===== config.mk =====
export PLATFORM = sky130hd
export DESIGN_NAME = branch_resolver
export DESIGN_NICKNAME = d
export VERILOG_FILES = /design/src/rtl/branch_resolver_pkg.sv /design/src/rtl/branch_stat_counter.sv /design/src/rtl/branch_resolver.sv
export SDC_FILE = /design/constraint.sdc
export NUM_CORES = 1
export LEC_CHECK = 0
export CAP_MARGIN = 20
export CORE_ASPECT_RATIO = 0.8
export CORE_MARGIN = 3
export CORE_UTILIZATION = 58
export CTS_BUF_LIST = sky130_fd_sc_hd__clkbuf_16
export DETAILED_ROUTE_END_ITERATION = 12
export DONT_BUFFER_PORTS = 1
export PLACE_DENSITY = 0.74
export REMOVE_ABC_BUFFERS = 1
export SLEW_MARGIN = 30
export SYNTH_ARGS = -nofsm -noshare
export SYNTH_HDL_FRONTEND = slang
export SYNTH_SLANG_ARGS = --single-unit

===== constraint.sdc =====
create_clock -name clk -period 4 [get_ports clk]
set_input_delay 0.4 -clock clk [delete_from_list [all_inputs] [get_ports clk]]
set_output_delay 0.4 -clock clk [all_outputs]
set_load 0.05 [all_outputs]

===== src/rtl/branch_resolver_pkg.sv =====
// Shared types and widths for the execute-stage branch resolver.
// Holds the resolver state encodings and the delay-slot fall-through helper.
package branch_resolver_pkg;

  localparam int ADDR_W = 32;
  localparam int GHR_W  = 8;

  typedef enum logic [1:0] {
    BR_ST_IDLE    = 2'd0,
    BR_ST_WAIT_DS = 2'd1,
    BR_ST_FLUSH   = 2'd2
  } br_state_e;

  // Not-taken redirect skips the branch and its delay slot.
  function automatic logic [ADDR_W-1:0] br_fallthrough(input logic [ADDR_W-1:0] pc);
    return pc + 32'd8;
  endfunction

endpackage


===== src/rtl/branch_stat_counter.sv =====
// Resolved-branch and misprediction counters (32-bit, wrapping).
// Only instantiated when BRANCH_STAT_EN is defined.
module branch_stat_counter (
  input  logic        clk,
  input  logic        rst,
  input  logic        accept_i,
  input  logic        miss_i,
  output logic [31:0] stat_branches_o,
  output logic [31:0] stat_misses_o
);

  logic [31:0] branches_q, branches_d;
  logic [31:0] misses_q, misses_d;

  always_comb begin
    branches_d = branches_q;
    misses_d   = misses_q;
    if (accept_i) begin
      branches_d = branches_q + 32'd1;
      misses_d   = miss_i ? (misses_q + 32'd1) : misses_q;
    end else begin
      branches_d = branches_q;
      misses_d   = misses_q;
    end
  end

  always_ff @(posedge clk) begin
    if (rst) begin
      branches_q <= 32'd0;
      misses_q   <= 32'd0;
    end else begin
      branches_q <= branches_d;
      misses_q   <= misses_d;
    end
  end

  assign stat_branches_o = branches_q;
  assign stat_misses_o   = misses_q;

endmodule


===== src/rtl/branch_resolver.sv =====
// Execute-stage branch resolution: predictor update strobe plus mispredict flush/redirect.
// Optional statistics counters are enabled with the BRANCH_STAT_EN macro.
module branch_resolver
  import branch_resolver_pkg::*;
#(
  parameter logic [ADDR_W-1:0] RESET_PC = 32'hbfc00000
) (
  input  logic              clk,
  input  logic              rst,
  input  logic              valid_in,
  input  logic              stall,
  input  logic              flush_in,
  input  logic              is_branch_in,
  input  logic              is_jump_in,
  input  logic              cond_taken_in,
  input  logic              pred_taken_in,
  input  logic [ADDR_W-1:0] pred_target_in,
  input  logic [GHR_W-1:0]  pht_index_in,
  input  logic [ADDR_W-1:0] pc_in,
  input  logic [ADDR_W-1:0] target_in,
  input  logic              ds_in_pipe,
  output logic              is_branch_out,
  output logic              is_jump_out,
  output logic              is_taken_out,
  output logic [GHR_W-1:0]  last_pht_index,
  output logic [ADDR_W-1:0] inst_pc_out,
  output logic [ADDR_W-1:0] target_out,
  output logic              flush,
  output logic [ADDR_W-1:0] exc_pc,
`ifdef BRANCH_STAT_EN
  output logic [31:0]       stat_branches,
  output logic [31:0]       stat_misses,
`endif
  output logic              busy
);

  br_state_e         state_q;
  logic              accept_s, taken_s, miss_s;
  logic [ADDR_W-1:0] redir_s;

  logic              upd_q, jump_q, taken_q, flush_q, busy_q;
  logic [GHR_W-1:0]  pht_q;
  logic [ADDR_W-1:0] pc_q, target_q, exc_pc_q, redir_q;

  always_comb begin
    taken_s  = is_jump_in | cond_taken_in;
    miss_s   = (taken_s != pred_taken_in) |
               (taken_s & pred_taken_in & (pred_target_in != target_in));
    redir_s  = taken_s ? target_in : br_fallthrough(pc_in);
    accept_s = valid_in & is_branch_in & ~stall & ~flush_in & (state_q == BR_ST_IDLE);
  end

  // Update strobe fires only the cycle after accept; fields hold otherwise.
  always_ff @(posedge clk) begin
    if (rst) begin
      upd_q    <= 1'b0;
      jump_q   <= 1'b0;
      taken_q  <= 1'b0;
      pht_q    <= '0;
      pc_q     <= RESET_PC;
      target_q <= RESET_PC;
    end else if (accept_s) begin
      upd_q    <= 1'b1;
      jump_q   <= is_jump_in;
      taken_q  <= taken_s;
      pht_q    <= pht_index_in;
      pc_q     <= pc_in;
      target_q <= target_in;
    end else begin
      upd_q    <= 1'b0;
    end
  end

  // External flush overrides everything and drops any pending redirect.
  always_ff @(posedge clk) begin
    if (rst) begin
      state_q  <= BR_ST_IDLE;
      flush_q  <= 1'b0;
      busy_q   <= 1'b0;
      exc_pc_q <= RESET_PC;
      redir_q  <= RESET_PC;
    end else if (flush_in) begin
      state_q  <= BR_ST_IDLE;
      flush_q  <= 1'b0;
      busy_q   <= 1'b0;
    end else begin
      case (state_q)
        BR_ST_IDLE: begin
          if (accept_s && miss_s && ds_in_pipe) begin
            state_q  <= BR_ST_FLUSH;
            flush_q  <= 1'b1;
            busy_q   <= 1'b1;
            exc_pc_q <= redir_s;
          end else if (accept_s && miss_s) begin
            state_q  <= BR_ST_WAIT_DS;
            flush_q  <= 1'b0;
            busy_q   <= 1'b1;
            redir_q  <= redir_s;
          end else begin
            state_q  <= BR_ST_IDLE;
            flush_q  <= 1'b0;
            busy_q   <= 1'b0;
          end
        end
        BR_ST_WAIT_DS: begin
          if (ds_in_pipe) begin
            state_q  <= BR_ST_FLUSH;
            flush_q  <= 1'b1;
            exc_pc_q <= redir_q;
          end else begin
            state_q  <= BR_ST_WAIT_DS;
            flush_q  <= 1'b0;
          end
          busy_q <= 1'b1;
        end
        BR_ST_FLUSH: begin
          state_q <= BR_ST_IDLE;
          flush_q <= 1'b0;
          busy_q  <= 1'b0;
        end
        default: begin
          state_q <= BR_ST_IDLE;
          flush_q <= 1'b0;
          busy_q  <= 1'b0;
        end
      endcase
    end
  end

`ifdef BRANCH_STAT_EN
  branch_stat_counter u_stat (
    .clk             (clk),
    .rst             (rst),
    .accept_i        (accept_s),
    .miss_i          (miss_s),
    .stat_branches_o (stat_branches),
    .stat_misses_o   (stat_misses)
  );
`endif

  assign is_branch_out  = upd_q;
  assign is_jump_out    = jump_q;
  assign is_taken_out   = taken_q;
  assign last_pht_index = pht_q;
  assign inst_pc_out    = pc_q;
  assign target_out     = target_q;
  assign flush          = flush_q;
  assign exc_pc         = exc_pc_q;
  assign busy           = busy_q;

endmodule


==> results of run 1 <==
-- placed cells by master, fill, tap and decap left out, types with 3 or more instances in the layout --
master / count
sky130_fd_sc_hd__o31ai_1: 3
sky130_fd_sc_hd__inv_1: 15
sky130_fd_sc_hd__nand2_1: 188
sky130_fd_sc_hd__dfxtp_1: 142
sky130_fd_sc_hd__a211oi_1: 21
sky130_fd_sc_hd__buf_4: 14
sky130_fd_sc_hd__nand4_1: 13
sky130_fd_sc_hd__xor2_1: 40
sky130_fd_sc_hd__mux2i_1: 13
sky130_fd_sc_hd__clkinv_1: 6
sky130_fd_sc_hd__or3_1: 7
sky130_fd_sc_hd__clkinv_2: 3
sky130_fd_sc_hd__a221o_1: 6
sky130_fd_sc_hd__a31oi_1: 10
sky130_fd_sc_hd__o211ai_1: 12
sky130_fd_sc_hd__a21oi_1: 100
sky130_fd_sc_hd__or4_1: 6
sky130_fd_sc_hd__xnor2_1: 8
sky130_fd_sc_hd__and4_1: 4
sky130_fd_sc_hd__o21ai_0: 22
sky130_fd_sc_hd__and3_1: 9
sky130_fd_sc_hd__or2_2: 3
sky130_fd_sc_hd__a221oi_1: 5
sky130_fd_sc_hd__nor2_1: 53
sky130_fd_sc_hd__nor3b_1: 7
sky130_fd_sc_hd__nor3_1: 17
sky130_fd_sc_hd__a311oi_1: 8
sky130_fd_sc_hd__a211o_1: 4
sky130_fd_sc_hd__o221ai_1: 4
sky130_fd_sc_hd__clkbuf_16: 17
sky130_fd_sc_hd__nand3_1: 48
sky130_fd_sc_hd__a22o_1: 7
sky130_fd_sc_hd__nor4_1: 12
-- power by group through the flow --
stage	sequential [uW]	clock, uW	combinational, uW
6_report	1540	1450	227
5_1_grt	1540	1520	248
4_1_cts	1540	1450	223
3_5_place_dp	1570	0	222
3_3_place_gp	1570	0	217
2_1_floorplan	1570	0	160
-- stage by stage --
step                worst slack (ps)  setup TNS [ps]  utilization  hold WS [ps]
floorplan                      -1260          -44230            -           437
global placement                1370               0        0.616           445
detailed placement              1310               0        0.616           453
CTS                             1300               0        0.664          41.0
global route                    1130               0        0.664          38.1
finish                          1260               0        0.664          48.0
-- metal layers --
metal,track usage,routed length (um),vias to the layer above
met5,0,0,-
met4,0.0840,326,0
met3,0.0945,2700,31
met2,0.487,9920,450
met1,0.428,8630,3064
li1,-,-,3056
-- cells by family (layout without fill, tap and decap cells) --
kind of cell	after synthesis	after routing	share of synthesized area
muxes	14	14	0.0206
buffers and inverters	84	60	0.0483
and+or+nand+nor	380	380	0.253
adders and majority gates	2	2	0.00365
xor gates and xnor gates	48	48	0.0612
AOI/OAI and AO/OA	217	217	0.199
DFF	142	142	0.414
-- Yosys cell counts, drive strengths merged, types with 13 or more instances --
library cell  count  area (sq um)
a211oi           21           158
a21oi           100           500
clkbuf           58           218
dfxtp           142          2840
inv              14          52.6
mux2i            13           130
nand2           188           706
nand3            48           240
nand4            14          93.8
nor2             55           206
nor3             17          85.1
nor4             13          81.3
o21ai            23           115
xor2             40           350
-- worst max-delay path: cells and delay by family, from the launching register on --
family	cells	cell delay, ps
compound gates	2	900
flops	1	730
simple gates	2	710
buf+inv	1	270
-- layout make-up --
class | instances | share of cell area
Clock buffer | 17 | 0.0573
Clock inverter | 15 | 0.0142
Inverter | 14 | 0.00708
Multi-Input combinational cell | 661 | 0.500
Sequential cell | 142 | 0.383
Tap cell | 144 | 0.0243
Timing Repair Buffer | 14 | 0.0142
-- how the worst min path moves through the flow --
stage	endpoint	slack, ps
after floorplan	redir_q[5]$_SDFFE_PP0P_	440
after CTS	state_q[0]$_SDFF_PP0_	40
final	state_q[0]$_SDFF_PP0_	50
after detailed placement	redir_q[11]$_SDFFE_PP0P_	450
after global placement	redir_q[5]$_SDFFE_PP0P_	440
after global routing	target_out[19]$_SDFFE_PP0N_	40
-- flip-flops by register name, indices dropped and copies added (netlist names) --
register        flops
state_q             2
inst_pc_out        32
busy                1
redir_q            32
exc_pc             32
is_jump_out         1
is_branch_out       1
target_out         32
is_taken_out        1
last_pht_index      8
==> metrics.cfg, run 1 <==
[status]
result_of_the_run = finished clean

[clocking]
post-cts-setup-buffers = 0
clock_tree.root_cell = sky130_fd_sc_hd__clkbuf_16
worstSkewPairLatency_ps = 420
post_cts_hold_buffer_count = 0
clkSinkCount = 142
worst_setup_hold_path_clk_slew_ps = 60
tritoncts.num_buffers = 17
htree_levels = 4
cts_tree = yes
cts_repair_resize_count = 0
clockBufferDepth = 2

[floorplan]
die_h_um = 103
die_w_um = 128
core_region_area_sq_um = 11200
num_io_pins = 223
initial_core_util = 0.614
rows = 34
floorplan.die_area_sq_um = 13200

[route]
drt_wl_total_um = 21600
vias_per_cell = 6.56
drt.antenna.violating_nets = 0
routed_wire_length_per_instance_um = 21.4
detail_route.first_pass.iterations = 7
first_iter_violations = 621
post-route-drc-count = 0
routed-via-count = 6601

[critical_path]
reg2reg_slack_ps = 1260
worst_reg2reg_path_depth = 5
crit_chain = nand2b_1, buf_4, a21o_1, nand2_1, o211a_1
timing.critical_path.fanout_max = 24
critPathArrivalTime_ps = 3050
timing_worst_setup_path_type = register to register
slowest_stage_cell_on_the_critical_path = sky130_fd_sc_hd__dfxtp_1
endpoint_kind = register
setup.worst_path.start_class = register
r2r-start = state_q[1]$_SDFF_PP0_
worst_r2r_endpoint = exc_pc[5]$_SDFFE_PP0P_
max_stage_delay_ps = 730
worst_setup_path_startpoint = state_q[1]$_SDFF_PP0_
cp.required_ps = 4310
worst_setup_path_endpoint = exc_pc[5]$_SDFFE_PP0P_

[finish]
final_layout_size_suffix_gt1_frac = 0.0579
fill_cells = 970
design_area_sq_um = 7420
antennaDiodeCount = 0
final_cell_count_no_fill = 1007
final_nets = 966
area_growth_pct = 8.17
multi_input_comb_area_sq_um = 3710
ff_latch_area_sq_um = 2840

[power]
switching_share = 0.265
share_comb_of_total_power = 0.071
power.sequential.fraction = 0.479
power_leakage_uw = 0.00269
p_total_uw = 3220
clockPowerShare = 0.451
pwr_density_cell_nw_per_um2 = 434
p_switching_uw = 854
ir_worst_vdd_uv = 301
internal-power_uw = 2370

[grt]
globalRoute.totalOverflow = 0
grt_antenna_before_repair = 0
via_count_of_the_first_global_routing_pass = 5882
track_usage = 0.313
maximum_number_of_pins_on_one_net_before_global_route_repair = 131
grt_first_pass_wirelength_um = 32100

[logic_synthesis]
synth_enable_flop_cells = 0
synth_ff_type = sky130_fd_sc_hd__dfxtp_1
synth_seq_cells = 142
synth-seq-area-share = 0.414
async_reset_ff_frac = 0
synth.lib_cells_used.distinct = 52
syn_area_sq_um = 6860
avgSynthCellArea_sq_um = 7.74
ys_warn_count = 0
synth_instances = 887

[placed_design]
port_buffers = 0
gp_routability_congestion = 0.885
post-dp-hpwl_um = 15000
placement.cell_area_sq_um = 6890
place.detailed.instances = 975

[sta]
hold_viol_final = 0
min_period_ps = 2740
unrepaired_setup_endpoints_after_global_routing = false
tightest_slew_ps = 917
max_slew_margin = 0.381
finClkSkew_ps = 8.81
final-setup-viol-count = 0
timing.final.crit_share = 0.686
finalMaxSlewViolations = 0
maxClockFrequency_ghz = 0.365

[hold_path]
min-delay-start = ds_in_pipe
worst_hold_path.num_cells = 1
timing.hold.worst.class = input pin to register

[job]
maxCapViolations = 0

Power figures use the tool's default switching activity.
==> inputs of run 2 (changes only) <==
--- a/config.mk
+++ b/config.mk
@@ -8,11 +8,11 @@
 export CAP_MARGIN = 20
 export CORE_ASPECT_RATIO = 0.8
 export CORE_MARGIN = 3
-export CORE_UTILIZATION = 58
+export CORE_UTILIZATION = 57
 export CTS_BUF_LIST = sky130_fd_sc_hd__clkbuf_16
 export DETAILED_ROUTE_END_ITERATION = 12
 export DONT_BUFFER_PORTS = 1
-export PLACE_DENSITY = 0.74
+export PLACE_DENSITY = 0.75
 export REMOVE_ABC_BUFFERS = 1
 export SLEW_MARGIN = 30
 export SYNTH_ARGS = -nofsm -noshare
==> constraint.sdc (replaced) <==
create_clock -name clk -period 2.28 [get_ports clk]
set_input_delay 0.228 -clock clk [delete_from_list [all_inputs] [get_ports clk]]
set_output_delay 0.228 -clock clk [all_outputs]
set_load 0.05 [all_outputs]
==> metrics.cfg, run 2 (same netlist as run 1, synthesis figures left out) <==
[route]
drt_wl_total_um = 24800  ; +15%
drt.antenna.violating_nets = 0  ; unchanged
routed-via-count = 7207  ; +9.2%
vias_per_cell = 6.47  ; -1.3%
detail_route.first_pass.iterations = 6  ; -1
first_iter_violations = 810  ; +30%
post-route-drc-count = 0  ; unchanged
routed_wire_length_per_instance_um = 22.3  ; +3.9%

[critical_path]
worst_reg2reg_path_depth = 6  ; +1
critical-path-top-cell-by-count = sky130_fd_sc_hd__or2_2
reg2reg_slack_ps = 120  ; -1140 ps
endpoint_kind = register
setup.worst_path.start_class = register
crit_chain = or2_2, or2_2, buf_6, nand2_1, a21oi_1, dlygate4sd3_1
worst_setup_path_startpoint = state_q[1]$_SDFF_PP0_
r2r-start = state_q[1]$_SDFF_PP0_
timing.critical_path.fanout_max = 76  ; +220%
slowest_stage_cell_on_the_critical_path = sky130_fd_sc_hd__dlygate4sd3_1
critPathArrivalTime_ps = 2470  ; -580 ps
max_stage_delay_ps = 580  ; -150 ps
cp.required_ps = 2590  ; -1720 ps
worst_setup_path_endpoint = target_out[10]$_SDFFE_PP0N_
timing_worst_setup_path_type = register to register
worst_r2r_endpoint = target_out[10]$_SDFFE_PP0N_

[floorplan]
rows = 35  ; +2.9%
num_io_pins = 223  ; unchanged
die_w_um = 129  ; +0.83%
die_h_um = 104  ; +0.82%
floorplan.die_area_sq_um = 13400  ; +1.7%
core_region_area_sq_um = 11600  ; +4.1%
initial_core_util = 0.589  ; -0.0243

[clocking]
clock_tree.root_cell = sky130_fd_sc_hd__clkbuf_16
clockBufferDepth = 2  ; unchanged
worstSkewPairLatency_ps = 420  ; about the same
htree_levels = 4  ; unchanged
tritoncts.num_buffers = 17  ; unchanged
clkSinkCount = 142  ; unchanged
cts_tree = yes
worst_setup_hold_path_clk_slew_ps = 60  ; about the same

[power]
switching_share = 0.274  ; +0.00829
pwr_density_cell_nw_per_um2 = 697  ; +61%
p_switching_uw = 1610  ; +88%
internal-power_uw = 4270  ; +81%
ir_worst_vdd_uv = 546  ; +81%
power_leakage_uw = 0.00316  ; +18%
clockPowerShare = 0.443  ; -0.008
share_comb_of_total_power = 0.097  ; +0.026
power.sequential.fraction = 0.460  ; -0.019

[sta]
maxClockFrequency_ghz = 0.463  ; +27%
max_slew_margin = 0.277  ; -0.104
totalNegativeSetupSlack_ps = 0  ; unchanged
final.setup.worst_slack_ps = 119  ; -1140 ps
finalMaxSlewViolations = 0  ; unchanged
tightest_slew_ps = 1080  ; +164 ps
min_period_ps = 2160  ; -582 ps
final-setup-viol-count = 0  ; unchanged
hold_viol_final = 0  ; unchanged
finClkSkew_ps = 10.1  ; +1.33 ps
fin_hold_ws_ps = 18.8  ; -29.2 ps
timing.final.crit_share = 0.948  ; +0.262
unrepaired_setup_endpoints_after_global_routing = true

[finish]
final_nets = 1070  ; +11%
final_layout_size_suffix_gt1_frac = 0.0880  ; +0.0301
antennaDiodeCount = 0  ; unchanged
most-common-layout-cells = sky130_fd_sc_hd__nand2_1 (188), sky130_fd_sc_hd__dfxtp_1 (142), sky130_fd_sc_hd__a21oi_1 (100), sky130_fd_sc_hd__dlygate4sd3_1 (73), sky130_fd_sc_hd__nor2_1 (53)
area_growth_pct = 22.9
leading_cell_type_in_the_layout_fill_and_taps_excluded = sky130_fd_sc_hd__nand2_1
final_cell_count_no_fill = 1114  ; +11%
final_util = 0.724  ; +0.0609

[placed_design]
place.detailed.instances = 1009  ; +3.5%
port_buffers = 0  ; unchanged
dp_worst_setup_slack_ps = -135  ; -1450 ps
post-dp-hpwl_um = 16200  ; +8.1%
gp_routability_congestion = 1.01  ; +14%

[status]
result_of_the_run = finished clean

[grt]
track_usage = 0.367  ; +0.0537
via_count_of_the_first_global_routing_pass = 6982  ; +19%
grt_first_pass_wirelength_um = 38600  ; +20%
globalRoute.totalOverflow = 0  ; unchanged
maximum_number_of_pins_on_one_net_before_global_route_repair = 110  ; -16%
grt_antenna_before_repair = 0  ; unchanged

[job]
maxCapViolations = 0  ; unchanged

[hold_path]
timing.hold.worst.class = input pin to register

run 2: worst min-delay path by stage:
stage	from	to	slack (ps)	depth (start not counted)
2_1_floorplan	rst	exc_pc[0]$_SDFFE_PP0P_	300	1
3_3_place_gp	ds_in_pipe	state_q[0]$_SDFF_PP0_	310	1
3_5_place_dp	ds_in_pipe	state_q[0]$_SDFF_PP0_	300	1
4_1_cts	rst	redir_q[13]$_SDFFE_PP0P_	6	3
5_1_grt	rst	redir_q[22]$_SDFFE_PP1P_	5	2
6_report	rst	redir_q[13]$_SDFFE_PP0P_	20	3
run 2: timing repair:
item / CTS / global route
hold endpoints to repair: 128 / 0
hold buffers: 74 / 0
buffers inserted: 0 / 0
endpoints found under the setup margin: 0 / 5
gates resized for setup: 0 / 3
run 2: cell type report:
class	instances	area [sq um]
clock inverters	14	120
inverters	14	52.6
fillers	878	3210
repair buffers	118	1100
well taps	148	185
multi-input cells	661	3710
flip-flops and latches	142	2840
clock buffers	17	425
run 2: power by group through the flow:
stage	clock, uW	sequential [uW]	combinational, uW
final	2610	2700	573
after global routing	2740	2710	619
after CTS	2630	2700	554
after detailed placement	0	2760	414
after global placement	0	2760	405
after floorplan	0	2750	280
run 2: worst max-delay path, delay by kind of cell, from the launching register on:
family | cells | cell delay [ps]
buffers and inverters | 2 | 840
and+or+nand+nor | 3 | 800
DFF | 1 | 310
AOI/OAI and AO/OA | 1 | 70
run 2: metrics by stage:
| stage | total power (uW) | instance area [sq um] |
|---|---|---|
| floorplan | 3030 | 6590 |
| global placement | 3160 | 7130 |
| detailed placement | 3170 | 7130 |
| CTS | 5880 | 8430 |
| global route | 6070 | 8440 |
| finish | 5880 | 8440 |
run 2: metal layers:
metal | up-vias | track usage | part of all wire
met1 | 3377 | 0.494 | 0.40
met3 | 57 | 0.119 | 0.12
li1 | 3275 | - | -
met2 | 498 | 0.558 | 0.46
met5 | - | 0 | 0
met4 | 0 | 0.115 | 0.023
==> inputs of run 3 (changes only) <==
--- a/config.mk
+++ b/config.mk
@@ -18,3 +18,4 @@
 export SYNTH_ARGS = -nofsm -noshare
 export SYNTH_HDL_FRONTEND = slang
 export SYNTH_SLANG_ARGS = --single-unit
+export TNS_END_PERCENT = 30
==> constraint.sdc (replaced) <==
create_clock -name clk -period 2.28 [get_ports clk]
set_input_delay 0.456 -clock clk [delete_from_list [all_inputs] [get_ports clk]]
set_output_delay 0.456 -clock clk [all_outputs]
set_load 0.05 [all_outputs]
==> metrics.cfg, run 3 (same netlist as run 1, synthesis figures left out) <==
[power]
power_leakage_uw = 0.00291  ; -8.0%
pwr_density_cell_nw_per_um2 = 724  ; +3.9%
ir_worst_vdd_uv = 502  ; -8.1%

[finish]
ff_latch_area_sq_um = 2840  ; unchanged
fill_cells = 987  ; +12%
multi_input_comb_area_sq_um = 3710  ; about the same
final_nets = 1013  ; -5.3%
most-common-layout-cells = sky130_fd_sc_hd__nand2_1 (188), sky130_fd_sc_hd__dfxtp_1 (142), sky130_fd_sc_hd__a21oi_1 (100), sky130_fd_sc_hd__buf_4 (59), sky130_fd_sc_hd__nor2_1 (53)
area_growth_pct = 13.5
final_layout_size_suffix_gt1_frac = 0.110  ; +0.0220
antennaDiodeCount = 0  ; unchanged
leading_cell_type_in_the_layout_fill_and_taps_excluded = sky130_fd_sc_hd__nand2_1

[route]
post-route-drc-count = 0  ; unchanged
vias_per_cell = 6.52  ; +0.73%
first_iter_violations = 760  ; -6.2%
routed-via-count = 6888  ; -4.4%
routed_wire_length_per_instance_um = 22.0  ; -1.3%
detail_route.first_pass.iterations = 8  ; +2
drt_wl_total_um = 23200  ; -6.3%
drt.antenna.violating_nets = 0  ; unchanged

[clocking]
cts_repair_resize_count = 0  ; unchanged
post_cts_hold_buffer_count = 0  ; -100%
worstSkewPairLatency_ps = 420  ; about the same
clockBufferDepth = 2  ; unchanged
worst_setup_hold_path_clk_slew_ps = 60  ; about the same
post-cts-setup-buffers = 0  ; unchanged
clock_tree.root_cell = sky130_fd_sc_hd__clkbuf_16
tritoncts.num_buffers = 17  ; unchanged
htree_levels = 4  ; unchanged
cts_tree = yes
clkSinkCount = 142  ; unchanged

[critical_path]
slowest_stage_cell_on_the_critical_path = sky130_fd_sc_hd__a221oi_1
crit_chain = or2_2, or2_2, nor3_1, o21ai_0, buf_4, buf_4, a221oi_1, a211oi_1
critPathArrivalTime_ps = 2400  ; -70 ps
max_stage_delay_ps = 340  ; -240 ps
endpoint_kind = register
setup.worst_path.start_class = register
reg2reg_slack_ps = 180  ; +70 ps
timing.critical_path.fanout_max = 6  ; -92%
timing.critical_path.max_delay_family = simple AND/OR/NAND/NOR gates
cp.required_ps = 2580  ; about the same
timing_worst_setup_path_type = register to register
critPathBufInv = 2  ; unchanged

[sta]
tightest_slew_ps = 840  ; -240 ps
final-setup-viol-count = 0  ; unchanged
max_slew_margin = 0.440  ; +0.163
final.setup.worst_slack_ps = 184  ; +65.9 ps
finalMaxSlewViolations = 0  ; unchanged
maxClockFrequency_ghz = 0.477  ; +3.1%
finClkSkew_ps = 6.70  ; -3.44 ps
unrepaired_setup_endpoints_after_global_routing = false
hold_viol_final = 0  ; unchanged
min_period_ps = 2100  ; -65.9 ps
timing.final.crit_share = 0.919  ; -0.0289
fin_hold_ws_ps = 101  ; +82.1 ps
totalNegativeSetupSlack_ps = 0  ; unchanged

[floorplan]
core_region_area_sq_um = 11600  ; unchanged
floorplan.die_area_sq_um = 13400  ; unchanged
initial_core_util = 0.589  ; unchanged
die_h_um = 104  ; unchanged
num_io_pins = 223  ; unchanged
rows = 35  ; unchanged
die_w_um = 129  ; unchanged

[status]
result_of_the_run = finished clean

[placed_design]
gp_routability_congestion = 0.955  ; -5.1%
port_buffers = 0  ; unchanged
dp_worst_setup_slack_ps = -132  ; +2.15 ps
post-dp-hpwl_um = 16600  ; +2.7%

[job]
maxCapViolations = 0  ; unchanged

[hold_path]
timing.hold.worst.class = input pin to register

[grt]
grt_first_pass_wirelength_um = 35800  ; -7.3%
globalRoute.totalOverflow = 0  ; unchanged
grt_antenna_before_repair = 0  ; unchanged
track_usage = 0.338  ; -0.0289
via_count_of_the_first_global_routing_pass = 6612  ; -5.3%
maximum_number_of_pins_on_one_net_before_global_route_repair = 131  ; +19%

[run 3: final cells by class]
cell class	instances	share of cell area
Clock buffer	17	0.0546
Clock inverter	14	0.0125
Inverter	14	0.00674
Multi-Input combinational cell	661	0.476
Sequential cell	142	0.365
Tap cell	148	0.0238
Timing Repair Buffer	61	0.0620
[run 3: final timing paths]
path / start / cells past startpoint / endpoint
setup / recovery: state_q[1]$_SDFF_PP0_ / 8 / exc_pc[18]$_SDFFE_PP0P_
hold / removal: rst / 1 / inst_pc_out[0]$_SDFFE_PP0N_
setup reg to reg: state_q[1]$_SDFF_PP0_ / 8 / exc_pc[18]$_SDFFE_PP0P_
hold reg to reg: redir_q[5]$_SDFFE_PP0P_ / 2 / redir_q[5]$_SDFFE_PP0P_
[run 3: power by group]
| group | internal, uW | leakage, uW | total (uW) | switching [uW] |
|---|---|---|---|---|
| combinational | 177 | 0.00151 | 439 | 262 |
| sequential | 2530 | 0.00115 | 2700 | 174 |
| clock | 1380 | 0.000247 | 2500 | 1120 |
| total | 4090 | 0.00291 | 5650 | 1560 |
[run 3: routing by layer]
metal,share of wire,up-vias,track usage,wire [um]
li1,-,3150,-,-
met1,0.41,3276,0.447,9530
met2,0.45,415,0.513,10400
met3,0.12,47,0.130,2810
met4,0.022,0,0.0952,505
met5,0,-,0,0
[run 3: per-stage QoR]
stage | total power, uW | instance area, sq um | std cells | utilization
floorplan | 3030 | 6590 | 817 | -
global placement | 3180 | 7270 | 1026 | 0.624
detailed placement | 3190 | 7270 | 1026 | 0.624
CTS | 5650 | 7790 | 1057 | 0.669
global route | 5810 | 7790 | 1057 | 0.669
finish | 5650 | 7790 | 1057 | 0.669
